--- src/rtl/if_fetch_stage.sv ---
`default_nettype none
// ============================================================================
// Module   : if_fetch_stage
// Purpose  : RV32I fetch stage plus IF/ID pipeline register. Holds the fetch
//            PC, issues single-outstanding instruction-memory requests, absorbs
//            memory wait states, decode stalls (via a one-entry skid buffer)
//            and execute-stage redirects (via an abort/drop state).
// Revision : 1.0 - initial release
// ============================================================================
module if_fetch_stage #(
    parameter logic [31:0] RESET_PC  = 32'h0000_0000,
    parameter logic [31:0] NOP_INSTR = 32'h0000_0013
) (
    input  logic        clk,
    input  logic        reset,
    input  logic        StallD,
    input  logic        FlushD,
    input  logic        PCSrcE,
    input  logic [31:0] PCTargetE,
    output logic        ImemReq,
    output logic [31:0] ImemAddr,
    input  logic        ImemReady,
    input  logic [31:0] ImemRData,
    output logic [31:0] InstrD,
    output logic [31:0] PCD,
    output logic [31:0] PCPlus4D,
    output logic        ValidD
);

    // REQ : request outstanding at PCF
    // DROP: an aborted request is still in flight; its response is discarded
    // BUF : a response arrived during a decode stall and sits in the skid buffer
    typedef enum logic [1:0] {
        S_REQ  = 2'd0,
        S_DROP = 2'd1,
        S_BUF  = 2'd2
    } state_t;

    localparam logic [31:0] C_PC_STEP       = 32'd4;
    localparam logic [31:0] C_RESET_PC_WORD = {RESET_PC[31:2], 2'b00};

    state_t      state_q, state_d;
    logic [31:0] pcf_q, pcf_d;
    logic [31:0] drop_addr_q, drop_addr_d;
    logic [31:0] buf_instr_q, buf_instr_d;
    logic [31:0] buf_pc_q, buf_pc_d;
    logic [31:0] instr_q, instr_d;
    logic [31:0] pcd_q, pcd_d;
    logic [31:0] pcp4_q, pcp4_d;
    logic        valid_q, valid_d;

    // Source feeding the IF/ID register this cycle (response or skid buffer)
    logic        w_src_valid;
    logic [31:0] w_src_instr;
    logic [31:0] w_src_pc;

    logic [31:0] w_target;
    logic [31:0] w_pcf_plus4;
    logic [31:0] w_src_pc_plus4;
    logic        w_unused_target_lsbs;

    // Redirect targets are forced to word alignment; the low bits carry nothing
    assign w_target             = {PCTargetE[31:2], 2'b00};
    assign w_unused_target_lsbs = ^PCTargetE[1:0];
    assign w_pcf_plus4          = pcf_q + C_PC_STEP;
    assign w_src_pc_plus4       = w_src_pc + C_PC_STEP;

    // Request interface is purely registered: the address cannot move while waiting
    assign ImemReq  = (state_q != S_BUF);
    assign ImemAddr = (state_q == S_DROP) ? drop_addr_q : pcf_q;

    assign InstrD   = instr_q;
    assign PCD      = pcd_q;
    assign PCPlus4D = pcp4_q;
    assign ValidD   = valid_q;

    // Fetch FSM: next state, next PC, skid buffer and IF/ID source selection
    always_comb begin
        state_d     = state_q;
        pcf_d       = pcf_q;
        drop_addr_d = drop_addr_q;
        buf_instr_d = buf_instr_q;
        buf_pc_d    = buf_pc_q;
        w_src_valid = 1'b0;
        w_src_instr = ImemRData;
        w_src_pc    = pcf_q;

        unique case (state_q)
            S_REQ: begin
                if (PCSrcE) begin
                    pcf_d = w_target;
                    if (!ImemReady) begin
                        // Request already on the bus: remember it and wait it out
                        state_d     = S_DROP;
                        drop_addr_d = pcf_q;
                    end
                end else if (ImemReady) begin
                    pcf_d = w_pcf_plus4;
                    if (FlushD) begin
                        // Flushed response is dropped; the paired redirect refetches
                        w_src_valid = 1'b0;
                    end else if (StallD) begin
                        buf_instr_d = ImemRData;
                        buf_pc_d    = pcf_q;
                        state_d     = S_BUF;
                    end else begin
                        w_src_valid = 1'b1;
                    end
                end
            end
            S_DROP: begin
                if (PCSrcE) begin
                    pcf_d = w_target;
                end
                if (ImemReady) begin
                    state_d = S_REQ;
                end
            end
            S_BUF: begin
                if (PCSrcE) begin
                    pcf_d   = w_target;
                    state_d = S_REQ;
                end else if (!StallD) begin
                    w_src_valid = 1'b1;
                    w_src_instr = buf_instr_q;
                    w_src_pc    = buf_pc_q;
                    state_d     = S_REQ;
                end
            end
            default: begin
                state_d = S_REQ;
            end
        endcase
    end

    // IF/ID register: flush beats stall beats load beats bubble
    always_comb begin
        instr_d = instr_q;
        pcd_d   = pcd_q;
        pcp4_d  = pcp4_q;
        valid_d = valid_q;

        if (FlushD) begin
            valid_d = 1'b0;
            instr_d = NOP_INSTR;
        end else if (StallD) begin
            valid_d = valid_q;
        end else if (w_src_valid) begin
            instr_d = w_src_instr;
            pcd_d   = w_src_pc;
            pcp4_d  = w_src_pc_plus4;
            valid_d = 1'b1;
        end else begin
            valid_d = 1'b0;
            instr_d = NOP_INSTR;
        end
    end

    // State, fetch PC, skid buffer and IF/ID registers
    always_ff @(posedge clk or negedge reset) begin
        if (!reset) begin
            state_q     <= S_REQ;
            pcf_q       <= C_RESET_PC_WORD;
            drop_addr_q <= C_RESET_PC_WORD;
            buf_instr_q <= NOP_INSTR;
            buf_pc_q    <= 32'd0;
            instr_q     <= NOP_INSTR;
            pcd_q       <= 32'd0;
            pcp4_q      <= 32'd0;
            valid_q     <= 1'b0;
        end else begin
            state_q     <= state_d;
            pcf_q       <= pcf_d;
            drop_addr_q <= drop_addr_d;
            buf_instr_q <= buf_instr_d;
            buf_pc_q    <= buf_pc_d;
            instr_q     <= instr_d;
            pcd_q       <= pcd_d;
            pcp4_q      <= pcp4_d;
            valid_q     <= valid_d;
        end
    end

endmodule
`default_nettype wire
--- config.mk ---
export PLATFORM = sky130hd
export DESIGN_NAME = if_fetch_stage
export DESIGN_NICKNAME = d
export VERILOG_FILES = /design/src/rtl/if_fetch_stage.sv
export SDC_FILE = /design/constraint.sdc
export NUM_CORES = 1
export LEC_CHECK = 0
export ABC_AREA = 1
export CAP_MARGIN = 15
export CORE_AREA = 2 2 184 186
export DETAILED_ROUTE_END_ITERATION = 8
export DIE_AREA = 0 0 186 188
export DONT_BUFFER_PORTS = 1
export PLACE_DENSITY_LB_ADDON = 0.12
export SLEW_MARGIN = 40
export SYNTH_ARGS = -nofsm -noshare
export SYNTH_HDL_FRONTEND = slang
export SYNTH_SLANG_ARGS = --single-unit
--- constraint.sdc ---
create_clock -name clk -period 5.05 [get_ports clk]
set_clock_uncertainty 0.05 [all_clocks]
set_input_delay 0.505 -clock clk [delete_from_list [all_inputs] [get_ports clk]]
set_output_delay 0.505 -clock clk [all_outputs]
set_load 0.01 [all_outputs]
==> results.toml <==
[outcome]
status = "complete, but fails checks"
violations = "negative hold slack"

[sta]
fin_crit_ps = 3421
fin_crit_sh = 0.6774
fin_worst_hold_slack_ps = -381.5
fmax_mhz = 292.3
tns_ps = 0
hold_viol_final = 221
tightest_slew_ps = 800.1
slew_viol_final = 0
slew_headroom = 0.4666
rsz0062_at_grt = "false"
setup_viol = 0

[global_route]
use_met1 = 0.2891
grt_max_degree = 222
grt_most_used_layer = "met2"
grt_use_met3 = 0.04855
grt_pass1_vias = 9220
grtUsageTotal = 0.1984
use_met2 = 0.2990
grt_pass1_wl_mm = 54.39
grt-ovfl-total = 0
antenna_found_initial = 1

[worst_setup_path]
cp_top_family = "buffers and inverters"
crit_slowest_cell = "inv_2"
cp-end-kind = "flop"
cp.arrival_ps = 3820
worstPathCellList = "inv_1 -> ha_1 -> inv_1 -> a211oi_2 -> o21ai_4 -> inv_2 -> buf_4 -> nand2_1 -> a22oi_1"
critPathRequiredTime_ps = 5450
cp-start-kind = "flop"
critical_path_buf_inv_count = 4
cp_max_fo = 40
max_stage_delay_ps = 650
ff2ff_setup_slack_ps = 1630
path_class = "reg2reg"
crit_path_frequent_cell = "inv_1"

[synth]
ys_seq_area_frac = 0.4859
synth_top_family_by_area = "simple AND/OR/NAND/NOR gates"
synth_seq_cells = 221
synth_top_area_frac = 0.4721
syn-cell-area_mm2 = 0.01140
yosys.area_share.simple = 0.2931
synth_xor_area_frac = 0.008453
postSynthAreaPerCell_um2 = 7.593
synth.largest_area_cell = "dfrtp_1"
synth-compound-area-share = 0.1310
ys_types = 41
syn_inst = 1501
yosysWarnings = 0
synth.top_cells.by_area = "dfrtp_1, nand2_1, o21ai_0"
synth.area.mux_share = 0.0008783
synth_fa_ha_area_frac = 0.005489

[final_layout]
area_growth_pct = 9.782
fillers = 3550
final_cell_mix = "nand2_1, dfrtp_1, o21ai_0"
final_common_cell = "nand2_1"
layout-drive-gt1-share = 0.06504
final_nets = 1532

[die]
chipWidth_um = 186
start_util = 0.3442
row_count = 67
floorplan.io_pins = 200
fp.dieH_um = 188
core-area_mm2 = 0.03311
die_area_mm2 = 0.03497

[cts]
clk_pin_slew_ps = 60
cts-resized-gates = 0
h-tree-depth = 1
cts_buffer_depth = 3
cts_root_buffer = "clkbuf_16"
postCtsSetupRepairBufs = 0
cts_sinks = 221
cts_made_buffers = 27
cts_tree = "done"
clk_latency_ps = 540

[route]
wl_per_cell_um = 18.07
num_vias = 9682
avgViaCountPerCell = 5.030
routed_wl_mm = 34.79
drt_iter0_markers = 824
ant_nets = 0
first_pass_iters = 5
drc = 0

[power_and_ir_drop]
vdd_drop_max_uv = 309.4
p_leak_uw = 0.005784
p_per_area_mw_per_mm2 = 633.0

[placement]
gp_congestion = 0.8472
portBuffers = 0
hpwl_mm = 23.93

[job]
cap_violations = 0

[hold_path]
hp-class = "in2async"
==> metrics by stage <==
| step | setup WS (ps) | instance area [um^2] | power (uW) | instances | util |
|---|---|---|---|---|---|
| detailed placement | 1586 | 11650 | 6053 | 1876 | 0.3520 |
| CTS | 1578 | 12510 | 8000 | 1924 | 0.3778 |
| global placement | 1683 | 11640 | 5983 | 1876 | 0.3514 |
| global route | 1336 | 12510 | 8569 | 1924 | 0.3778 |
| finish | 1629 | 12510 | 7920 | 1925 | 0.3779 |
| floorplan | 2905 | 11400 | 5165 | 1502 | - |
==> where the power goes <==
part	internal, uW	switching (uW)	leakage (uW)
clock network	1140	768	0.000424
logic	805	1980	0.00261
registers	2540	692	0.00275
==> cells in the mapped netlist (all sizes together) <==
master / instances
and2: 1
nor3b: 1
nor4: 5
o21ai: 206
clkbuf: 46
xor2: 11
o211ai: 16
inv: 119
o2111ai: 1
nor3: 14
nand3: 128
nand4: 17
ha: 5
o22ai: 14
a31oi: 3
and3b: 1
buf: 36
nand2: 425
mux2i: 1
conb: 1
a22oi: 5
o21a: 4
dfrtp: 215
a21oi: 27
o31ai: 1
nor2: 191
dfstp: 6
a211oi: 1
==> metal layers <==
metal  share of wire  wire length, um
met1            0.48            16530
met2            0.44            15270
met3           0.068             2349
met4           0.018              630
met5               0                0
==> sequential cells by signal, indices dropped and copies added (netlist names) <==
| name | count |
|---|---|
| buf_instr_q | 32 |
| ValidD | 1 |
| PCPlus4D | 30 |
| InstrD | 32 |
| pcf_q | 30 |
| state_q | 2 |
| PCD | 32 |
| drop_addr_q | 30 |
| buf_pc_q | 32 |
==> worst paths after layout <==
check                                           start                           to  cells past startpoint
setup reg to reg               state_q[0]$_DFFE_PN0P_     PCPlus4D[18]$_DFFE_PN0P_                      9
hold reg to reg            buf_instr_q[0]$_DFFE_PN1P_   buf_instr_q[0]$_DFFE_PN1P_                      2
max in group asynchronous                       reset        InstrD[0]$_DFFE_PN1P_                      0
setup / recovery               state_q[0]$_DFFE_PN0P_     PCPlus4D[18]$_DFFE_PN0P_                      9
min in group clk                        ImemRData[31]  buf_instr_q[31]$_DFFE_PN0P_                      2
hold / removal                                  reset      PCPlus4D[9]$_DFFE_PN0P_                      0
==> kinds of logic after synthesis <==
logic type	after synthesis
simple gates	783
compound gates	278
flops	221
buf+inv	201
xor+xnor	11
fa+ha+maj	5
other cells	1
mux	1
==> area by class of cell <==
cell class | count | area [um^2] | share of cell area
Clock inverter | 8 | 90.09 | 0.007200
Multi-Input combinational cell | 1080 | 5047 | 0.4034
Tap cell | 448 | 560.5 | 0.04480
Inverter | 119 | 449.2 | 0.03590
Timing Repair Buffer | 8 | 60.06 | 0.004800
Sequential cell | 221 | 5538 | 0.4426
Clock buffer | 40 | 764.5 | 0.06110
Antenna cell | 1 | 2.502 | 0.0002000
Note: power is estimated with default switching activity, not from simulation.
